`config.mk`:
```
export PLATFORM = sky130hd
export DESIGN_NAME = vga_fb_write_arbiter_flat
export DESIGN_NICKNAME = d
export VERILOG_FILES = /design/src/rtl/vga_fb_write_arbiter_if.sv /design/src/rtl/vga_fb_write_arbiter.sv /design/src/flat_wrapper.sv
export SDC_FILE = /design/constraint.sdc
export NUM_CORES = 1
export LEC_CHECK = 0
export CAP_MARGIN = 20
export CORE_ASPECT_RATIO = 0.9
export CORE_MARGIN = 3
export CORE_UTILIZATION = 45
export DETAILED_ROUTE_END_ITERATION = 10
export HOLD_SLACK_MARGIN = 0.12
export PLACE_DENSITY = 0.86
export SETUP_SLACK_MARGIN = 0.05
export SYNTH_ARGS = -nofsm -noshare
export SYNTH_HDL_FRONTEND = slang
export SYNTH_SLANG_ARGS = --single-unit
```
`constraint.sdc`:
```
create_clock -name clk -period 5.5 [get_ports clk]
set_input_delay 1.1 -clock clk [delete_from_list [all_inputs] [get_ports clk]]
set_output_delay 1.1 -clock clk [all_outputs]
set_load 0.005 [all_outputs]
```
`src/rtl/vga_fb_write_arbiter_if.sv`:
```
// rtl/vga_fb_write_arbiter_if.sv - requester and framebuffer write bus of the arbiter
interface vga_fb_write_arbiter_if #(
  parameter int N_REQ   = 4,
  parameter int X_W     = 8,
  parameter int Y_W     = 7,
  parameter int ADDR_W  = 15,
  parameter int COLOR_W = 3
);
  logic                     display;
  logic                     vga_VS;
  logic [N_REQ-1:0]         req;
  logic [N_REQ*X_W-1:0]     req_x;
  logic [N_REQ*Y_W-1:0]     req_y;
  logic [N_REQ*COLOR_W-1:0] req_color;
  logic [N_REQ-1:0]         ack;
  logic [N_REQ-1:0]         grant;
  logic                     fb_we;
  logic [ADDR_W-1:0]        fb_addr;
  logic [COLOR_W-1:0]       fb_wdata;
  logic                     clipped;
  logic                     frame_start;

  // Drawing engines plus VGA timing side.
  modport master (
    output display, vga_VS, req, req_x, req_y, req_color,
    input  ack, grant, fb_we, fb_addr, fb_wdata, clipped, frame_start
  );

  // Arbiter side.
  modport slave (
    input  display, vga_VS, req, req_x, req_y, req_color,
    output ack, grant, fb_we, fb_addr, fb_wdata, clipped, frame_start
  );
endinterface

```
`src/rtl/vga_fb_write_arbiter.sv`:
```
// rtl/vga_fb_write_arbiter.sv - round-robin burst arbiter for the framebuffer write port
module vga_fb_write_arbiter #(
  parameter int N_REQ     = 4,
  parameter int WIDTH     = 160,
  parameter int HEIGHT    = 120,
  parameter int X_W       = 8,
  parameter int Y_W       = 7,
  parameter int ADDR_W    = 15,
  parameter int COLOR_W   = 3,
  parameter int MAX_BURST = 16
) (
  input logic                  clk,
  input logic                  resetn,
  vga_fb_write_arbiter_if.slave bus
);
  localparam int IDX_W  = $clog2(N_REQ);
  localparam int BEAT_W = $clog2(MAX_BURST + 1);
  localparam logic [BEAT_W-1:0] BEAT_MAX = BEAT_W'(MAX_BURST);
  localparam logic [X_W:0]      X_LIM    = (X_W + 1)'(WIDTH);
  localparam logic [Y_W:0]      Y_LIM    = (Y_W + 1)'(HEIGHT);
  localparam logic [IDX_W-1:0]  IDX_LAST = IDX_W'(N_REQ - 1);
  localparam logic [N_REQ-1:0]  ONE      = N_REQ'(1);

  typedef enum logic {IDLE, GRANT} state_t;

  state_t             state;
  logic [IDX_W-1:0]   ptr;
  logic [IDX_W-1:0]   owner;
  logic [IDX_W-1:0]   pick;
  logic               pick_valid;
  logic [BEAT_W-1:0]  beat;
  logic               vs_d;
  logic               window;
  logic               xfer;
  logic               in_range;
  logic [X_W-1:0]     sel_x;
  logic [Y_W-1:0]     sel_y;
  logic [COLOR_W-1:0] sel_color;

  // Writes only happen while the scan is outside the colour region.
  assign window    = ~bus.display;
  assign sel_x     = bus.req_x[owner*X_W +: X_W];
  assign sel_y     = bus.req_y[owner*Y_W +: Y_W];
  assign sel_color = bus.req_color[owner*COLOR_W +: COLOR_W];
  assign xfer      = (state == GRANT) & window & bus.req[owner] & (beat < BEAT_MAX);
  assign in_range  = ({1'b0, sel_x} < X_LIM) & ({1'b0, sel_y} < Y_LIM);

  // Ready goes only to the current owner; a transfer is exactly owner ready & valid.
  always_comb begin
    bus.ack        = '0;
    bus.ack[owner] = xfer;
  end

  // Round-robin search starting at ptr, wrapping modulo N_REQ.
  always_comb begin
    int cand;
    pick       = '0;
    pick_valid = 1'b0;
    cand       = 0;
    for (int i = 0; i < N_REQ; i++) begin
      cand = int'(ptr) + i;
      if (cand >= N_REQ) cand = cand - N_REQ;
      if (!pick_valid && bus.req[IDX_W'(cand)]) begin
        pick       = IDX_W'(cand);
        pick_valid = 1'b1;
      end
    end
  end

  // Grant FSM; any GRANT cycle without a transfer is a release condition.
  always_ff @(posedge clk or negedge resetn) begin
    if (!resetn) begin
      state     <= IDLE;
      bus.grant <= '0;
      ptr       <= '0;
      owner     <= '0;
      beat      <= '0;
    end else begin
      case (state)
        IDLE: begin
          if (window && pick_valid) begin
            state     <= GRANT;
            bus.grant <= ONE << pick;
            owner     <= pick;
            beat      <= '0;
          end else begin
            bus.grant <= '0;
          end
        end
        GRANT: begin
          if (xfer) begin
            beat <= beat + BEAT_W'(1);
          end else begin
            state     <= IDLE;
            bus.grant <= '0;
            ptr       <= (owner == IDX_LAST) ? '0 : owner + IDX_W'(1);
          end
        end
        default: state <= IDLE;
      endcase
    end
  end

  // Registered write port: one cycle from transfer to fb_we, out-of-range pixels are dropped.
  always_ff @(posedge clk or negedge resetn) begin
    if (!resetn) begin
      bus.fb_we    <= 1'b0;
      bus.fb_addr  <= '0;
      bus.fb_wdata <= '0;
      bus.clipped  <= 1'b0;
    end else begin
      bus.fb_we   <= xfer & in_range;
      bus.clipped <= xfer & ~in_range;
      if (xfer && in_range) begin
        bus.fb_addr  <= ADDR_W'(sel_y) * ADDR_W'(WIDTH) + ADDR_W'(sel_x);
        bus.fb_wdata <= sel_color;
      end
    end
  end

  // Frame tick on the falling edge of vertical sync, independent of arbitration.
  always_ff @(posedge clk or negedge resetn) begin
    if (!resetn) begin
      vs_d            <= 1'b1;
      bus.frame_start <= 1'b0;
    end else begin
      vs_d            <= bus.vga_VS;
      bus.frame_start <= vs_d & ~bus.vga_VS;
    end
  end
endmodule

```
`src/flat_wrapper.sv`:
```
// flat-port wrapper written by rule: the top's interface ports become plain ports
module vga_fb_write_arbiter_flat 
#(
  parameter int N_REQ     = 4,
  parameter int WIDTH     = 160,
  parameter int HEIGHT    = 120,
  parameter int X_W       = 8,
  parameter int Y_W       = 7,
  parameter int ADDR_W    = 15,
  parameter int COLOR_W   = 3,
  parameter int MAX_BURST = 16
)
  (clk, resetn, bus_display, bus_vga_VS, bus_req, bus_req_x, bus_req_y, bus_req_color, bus_ack, bus_grant, bus_fb_we, bus_fb_addr, bus_fb_wdata, bus_clipped, bus_frame_start);
  vga_fb_write_arbiter_if #(.N_REQ(N_REQ), .X_W(X_W), .Y_W(Y_W), .ADDR_W(ADDR_W), .COLOR_W(COLOR_W)) bus_i ();
  input logic clk;
  input logic resetn;
  input wire logic [$bits(bus_i.display)-1:0] bus_display;
  input wire logic [$bits(bus_i.vga_VS)-1:0] bus_vga_VS;
  input wire logic [$bits(bus_i.req)-1:0] bus_req;
  input wire logic [$bits(bus_i.req_x)-1:0] bus_req_x;
  input wire logic [$bits(bus_i.req_y)-1:0] bus_req_y;
  input wire logic [$bits(bus_i.req_color)-1:0] bus_req_color;
  output wire logic [$bits(bus_i.ack)-1:0] bus_ack;
  output wire logic [$bits(bus_i.grant)-1:0] bus_grant;
  output wire logic [$bits(bus_i.fb_we)-1:0] bus_fb_we;
  output wire logic [$bits(bus_i.fb_addr)-1:0] bus_fb_addr;
  output wire logic [$bits(bus_i.fb_wdata)-1:0] bus_fb_wdata;
  output wire logic [$bits(bus_i.clipped)-1:0] bus_clipped;
  output wire logic [$bits(bus_i.frame_start)-1:0] bus_frame_start;
  assign bus_i.display = bus_display;
  assign bus_i.vga_VS = bus_vga_VS;
  assign bus_i.req = bus_req;
  assign bus_i.req_x = bus_req_x;
  assign bus_i.req_y = bus_req_y;
  assign bus_i.req_color = bus_req_color;
  assign bus_ack = bus_i.ack;
  assign bus_grant = bus_i.grant;
  assign bus_fb_we = bus_i.fb_we;
  assign bus_fb_addr = bus_i.fb_addr;
  assign bus_fb_wdata = bus_i.fb_wdata;
  assign bus_clipped = bus_i.clipped;
  assign bus_frame_start = bus_i.frame_start;
  vga_fb_write_arbiter #(.N_REQ(N_REQ), .WIDTH(WIDTH), .HEIGHT(HEIGHT), .X_W(X_W), .Y_W(Y_W), .ADDR_W(ADDR_W), .COLOR_W(COLOR_W), .MAX_BURST(MAX_BURST)) u_core (.clk(clk), .resetn(resetn), .bus(bus_i));
endmodule
```
==> results of run 1 <==
==> cell type report <==
| cell class | instances | area share [%] |
|---|---|---|
| Multi-Input combinational cell | 151 | 39.10 |
| Inverter | 12 | 1.232 |
| Tap cell | 65 | 2.224 |
| Sequential cell | 36 | 24.67 |
| Clock inverter | 2 | 0.9579 |
| Timing Repair Buffer | 110 | 29.83 |
| Clock buffer | 6 | 1.984 |
==> cell families after synthesis <==
logic type | count (synthesis)
compound gates | 37
simple gates | 52
mux | 29
buf+inv | 20
xor+xnor | 13
flops | 36
fa+ha+maj | 20
==> power breakdown <==
part / switching, mW / internal [mW] / total [mW]
clock: 0.0918 / 0.134 / 0.226
sequential: 0.0962 / 0.356 / 0.453
combinational: 0.519 / 0.663 / 1.18
==> critical path: stages <==
cell,delay (ns)
clkdlybuf4s50_1,0.47
mux4_2,0.50
and3_1,0.37
and2_1,0.26
clkdlybuf4s50_1,0.45
==> cell usage in the layout, fill, tap and decap left out, types with 2 or more instances in the layout <==
| cell type | synthesis | final |
|---|---|---|
| nand2b_1 | 3 | 3 |
| nor2b_1 | 3 | 3 |
| a211oi_1 | 3 | 3 |
| nand2_1 | 19 | 19 |
| nand3_1 | 3 | 3 |
| and2_1 | 4 | 4 |
| mux2_2 | 8 | 8 |
| ha_1 | 18 | 18 |
| clkbuf_8 | 0 | 5 |
| and3_1 | 2 | 2 |
| a22o_1 | 2 | 2 |
| dfrtp_1 | 35 | 35 |
| fa_1 | 2 | 2 |
| nor2_1 | 10 | 10 |
| inv_1 | 12 | 12 |
| xor2_1 | 5 | 5 |
| nor3b_1 | 3 | 3 |
| xnor2_1 | 8 | 8 |
| a21o_1 | 3 | 3 |
| o21ai_0 | 14 | 14 |
| mux4_2 | 19 | 19 |
| a32o_1 | 2 | 2 |
| clkdlybuf4s50_1 | 0 | 107 |
| a21oi_1 | 7 | 7 |
==> registers in the layout, summed over array words and instances, names as in the netlist <==
signal and flops:
u_core.bus.fb_addr 15, u_core.beat 5, u_core.bus.grant 4, u_core.bus.fb_wdata 3, u_core.owner 2, u_core.ptr 2, u_core.bus.clipped 1, u_core.bus.fb_we 1
u_core.bus.frame_start 1, u_core.state 1, u_core.vs_d 1
==> metal layers <==
layer / global-route usage, % / up-vias / part of all wire (%)
met1: 22.11 / 957 / 40
met4: 7.804 / 0 / 1.7
met5: 0 / - / 0
met2: 36.74 / 79 / 51
li1: - / 975 / -
met3: 5.405 / 11 / 7.4
==> final timing paths <==
kind | depth (start not counted) | endpoint | slack (ns)
setup / recovery | 5 | bus_ack[1] | 1.25
hold / removal | 2 | u_core.bus.fb_addr[11]$_DFFE_PN0P_ | 0.48
setup reg to reg | 10 | u_core.bus.fb_addr[13]$_DFFE_PN0P_ | 2.01
hold reg to reg | 2 | u_core.bus.fb_addr[11]$_DFFE_PN0P_ | 0.48
max in group asynchronous | 1 | u_core.bus.fb_wdata[0]$_DFFE_PN0P_ | 4.14
min in group asynchronous | 1 | u_core.bus.fb_addr[11]$_DFFE_PN0P_ | 0.88
==> per-stage QoR <==
step | hold slack (ns) | total power [mW]
after detailed placement | 0.4688 | 1.639
after floorplan | 0.4645 | 1.268
final | 0.4756 | 1.860
after CTS | 0.4847 | 1.879
after global routing | 0.5026 | 2.014
after global placement | 0.4591 | 1.607
==> flow_summary.ini, run 1 <==
[final_layout]
utilization_pct = 72.93
multi_input_comb_area_mm2 = 0.001430
finalInstanceArea_mm2 = 0.003657
antenna_cells = 0
layout.cells.non_filler = 382
drive_gt1_share_pct = 13.25
nets = 416
fillers = 347
syn2layout_area_growth_pct = 50.98
ff_latch_area_um2 = 902.1

[floorplan]
start_util_pct = 48.30
io_pins = 109
rows = 24
die_w_um = 83.34
coreArea_mm2 = 0.005015
die_h_um = 75.61
dieArea_mm2 = 0.006301

[clocking]
cts_tree = done
clkTransAtPathRegs_ns = 0.07
htree_levels = 2
clockBufferDepth = 2
post-cts-setup-buffers = 0
clock_sinks = 36
clk_latency_ns = 0.29
numCtsBuffers = 5
cts_resized = 0
root_buffer = clkbuf_8
ctsHoldBuffers = 0

[placement]
place.gp.congestion = 0.7545
dp_slack_ns = 1.272
place_inst = 373
placed_cell_area_mm2 = 0.003542
numPortBuffers = 108
place_hpwl_mm = 4.939

[yosys]
ys_seq_elements = 36
synth_xor_area_share_pct = 4.700
synth_top_cells_by_area = dfrtp_1, mux4_2, ha_1, mux2_2, nand2_1
synth_top_area_share_pct = 36.16
syn-instance-count = 207
syn_nets = 307
yosysWarnings = 0
synth_mux_area_share_pct = 22.42
postSynthAreaPerCell_um2 = 11.70
synth-edff-count = 0
synth_cell_types = 41
synth_commonest_cells = dfrtp_1, mux4_2, nand2_1
async_flop_share_pct = 100.0
synth_fa_ha_area_share_pct = 10.95
yosys.area_share.simple_pct = 11.21
synth_top_family_by_area = multiplexers
synth_ff_type = dfrtp_1
yosysSeqAreaShare_pct = 37.24
synth.most_common_cell = dfrtp_1
synth-compound-area-share_pct = 9.762
synthesis.area_mm2 = 0.002422
yosysTopAreaCell = dfrtp_1

[sta]
drv_slew = 0
finalWorstPathRequiredPeriod_ns = 4.246
finalHoldViolCount = 0
rsz0062_at_grt = false
slew_headroom_pct = 40.29
setup_viol = 0
skew_ns = 0.003689
period_share_pct = 77.21
worst_pin_slew_ns = 0.8956
fmax_ghz = 0.2355
final.setup.tns_ns = 0
setup_ws_ns = 1.254

[worst_setup_path]
path_class = in2out
worstPathRequired_ns = 4.40
arrival_ns = 3.15
worstPathMaxFanout = 14
r2r_start = u_core.owner[1]$_DFFE_PN0P_
startpoint_type = primary input
endpoint_kind = primary output
worstSetupStartpoint = bus_req[3]

[routing]
first_pass_iters = 4
routedWlPerCell_um = 15.75
antenna_left = 0
drt-total-wl_mm = 6.018
drc = 0
first_iter_violations = 47
vias = 2022
viasPerCell = 5.293

[run_status]
status = completed

[global_route]
first_global_vias = 2159
antenna_found_initial = 0
grt_pass1_wl_mm = 9.729
grtUsageTotal_pct = 19.76
grt_max_degree = 37
grt.overflow.total = 0

[worst_hold_path]
holdCritStartpoint = u_core.bus.fb_addr[11]$_DFFE_PN0P_
holdCritPathClass = reg2reg

[job]
drv_cap = 0

[pwr]
p_leak_nw = 1.552
power_density_mw_per_mm2 = 508.6
irDropWorstVdd_uv = 268.4
Note: power is estimated with default switching activity, not from simulation.
==> run 2: changes to the inputs <==
--- a/config.mk
+++ b/config.mk
@@ -8,10 +8,10 @@
 export CAP_MARGIN = 20
 export CORE_ASPECT_RATIO = 0.9
 export CORE_MARGIN = 3
-export CORE_UTILIZATION = 45
+export CORE_UTILIZATION = 42
 export DETAILED_ROUTE_END_ITERATION = 10
 export HOLD_SLACK_MARGIN = 0.12
-export PLACE_DENSITY = 0.86
+export PLACE_DENSITY = 0.81
 export SETUP_SLACK_MARGIN = 0.05
 export SYNTH_ARGS = -nofsm -noshare
 export SYNTH_HDL_FRONTEND = slang
==> constraint.sdc (replaced) <==
create_clock -name clk -period 4.3 [get_ports clk]
set_input_delay 0.86 -clock clk [delete_from_list [all_inputs] [get_ports clk]]
set_output_delay 0.86 -clock clk [all_outputs]
set_load 0.005 [all_outputs]
==> flow_summary.ini, run 2 (same netlist as run 1, synthesis figures left out) <==
[run_status]
status = completed

[floorplan]
die_h_um = 78.05
dieArea_mm2 = 0.006716
rows = 25
start_util_pct = 44.76
io_pins = 109
die_w_um = 86.05
coreArea_mm2 = 0.005411

[sta]
drv_slew = 0
rsz0062_at_grt = false
final.setup.tns_ns = 0
worst_pin_slew_ns = 0.7821
holdWs_ns = 0.4825
fmax_ghz = 0.2735
slew_headroom_pct = 47.86
finalWorstPathRequiredPeriod_ns = 3.656
finalHoldViolCount = 0
skew_ns = 0.005041
period_share_pct = 85.03
setup_viol = 0

[final_layout]
largest_register = u_core.bus.fb_addr
layout.cells.non_filler = 386
final_common_cell = clkdlybuf4s50_1
finalInstanceArea_mm2 = 0.003667
nets = 418
syn2layout_area_growth_pct = 51.39
ff_latch_area_um2 = 902.1
largest_reg_flops = 15
multi_input_comb_area_mm2 = 0.001430
fillers = 422
utilization_pct = 67.77
drive_gt1_share_pct = 13.79
final_cell_mix = clkdlybuf4s50_1, dfrtp_1, mux4_2, nand2_1, ha_1
antenna_cells = 0
reg.largest.list = u_core.bus.fb_addr (15), u_core.beat (5), u_core.bus.grant (4)

[worst_setup_path]
startpoint_type = primary input
worstPathRequired_ns = 3.44
r2r_setup_slack_ns = 0.92
path_class = in2out
endpoint_kind = primary output
r2r_start = u_core.owner[0]$_DFFE_PN0P_
worstPathMaxFanout = 9
r2r_end = u_core.bus.fb_addr[13]$_DFFE_PN0P_
arrival_ns = 2.80
worstRegToRegCells = 9

[clocking]
clk_latency_ns = 0.28
clock_sinks = 36
root_buffer = clkbuf_8
htree_levels = 2
cts_tree = done
cts_resized = 0
clockBufferDepth = 2
numCtsBuffers = 5
post-cts-setup-buffers = 0
ctsHoldBuffers = 0
clkTransAtPathRegs_ns = 0.07

[pwr]
power_density_mw_per_mm2 = 641.0
irDropWorstVdd_uv = 385.5
p_leak_nw = 1.559

[routing]
first_iter_violations = 33
vias = 2034
antenna_left = 0
first_pass_iters = 4
viasPerCell = 5.269
drt-total-wl_mm = 6.008
drc = 0
routedWlPerCell_um = 15.56

[global_route]
grt.overflow.total = 0
grt_pass1_wl_mm = 10.18
grtUsageTotal_pct = 19.21
antenna_found_initial = 0
grt_max_degree = 37
first_global_vias = 2236

[placement]
placed_cell_area_mm2 = 0.003567
place_inst = 378
numPortBuffers = 108
place.gp.congestion = 0.7886
place_hpwl_mm = 5.033

[worst_hold_path]
holdCritPathClass = reg2reg
holdPathStages = 2
min_to = u_core.bus.fb_addr[5]$_DFFE_PN0P_
holdCritStartpoint = u_core.bus.fb_addr[5]$_DFFE_PN0P_

[job]
drv_cap = 0
==> run 2: metrics by stage <==
stage          total power [mW]  worst slack (ns)
2_1_floorplan             1.622            0.8444
3_3_place_gp              2.070            0.5097
3_5_place_dp              2.106            0.3997
4_1_cts                   2.377            0.6507
5_1_grt                   2.580            0.4331
6_report                  2.351            0.6436
==> run 2: final cells by class <==
class,instances,area share [%]
Clock buffer,8,2.729
Tap cell,67,2.286
Sequential cell,36,24.60
Multi-Input combinational cell,151,39.00
Timing Repair Buffer,112,30.16
Inverter,12,1.228
==> run 2: worst max-delay path: stages <==
cell and delay, ns:
clkdlybuf4s50_1 0.48, mux4_2 0.51, and3_1 0.28, and2_1 0.22, clkdlybuf4s50_1 0.45
==> run 2: report_power, final <==
part	switching (mW)	total [mW]	internal [mW]	leakage (nW)
combinational	0.685	1.54	0.852	1.05
sequential	0.0974	0.554	0.456	0.459
clock	0.114	0.260	0.146	0.0515
total	0.896	2.35	1.45	1.56
==> run 2: worst max path at each step <==
stage | startpoint | end | slack [ns] | depth (start not counted)
after floorplan | u_core.owner[0]$_DFFE_PN0P_ | u_core.bus.fb_addr[13]$_DFFE_PN0P_ | 0.84 | 12
after global placement | bus_req_y[24] | u_core.bus.fb_addr[13]$_DFFE_PN0P_ | 0.51 | 11
after detailed placement | bus_req_y[24] | u_core.bus.fb_addr[13]$_DFFE_PN0P_ | 0.40 | 11
after CTS | bus_req[3] | bus_ack[0] | 0.65 | 5
after global routing | bus_req_y[17] | u_core.bus.fb_addr[13]$_DFFE_PN0P_ | 0.43 | 11
final | bus_req[3] | bus_ack[0] | 0.64 | 5
==> run 2: routing by layer <==
metal	part of all wire, %	GRT usage, %
met3	8.1	5.666
met1	40	23.03
met2	51	33.44
met4	0.92	5.222
met5	0	0
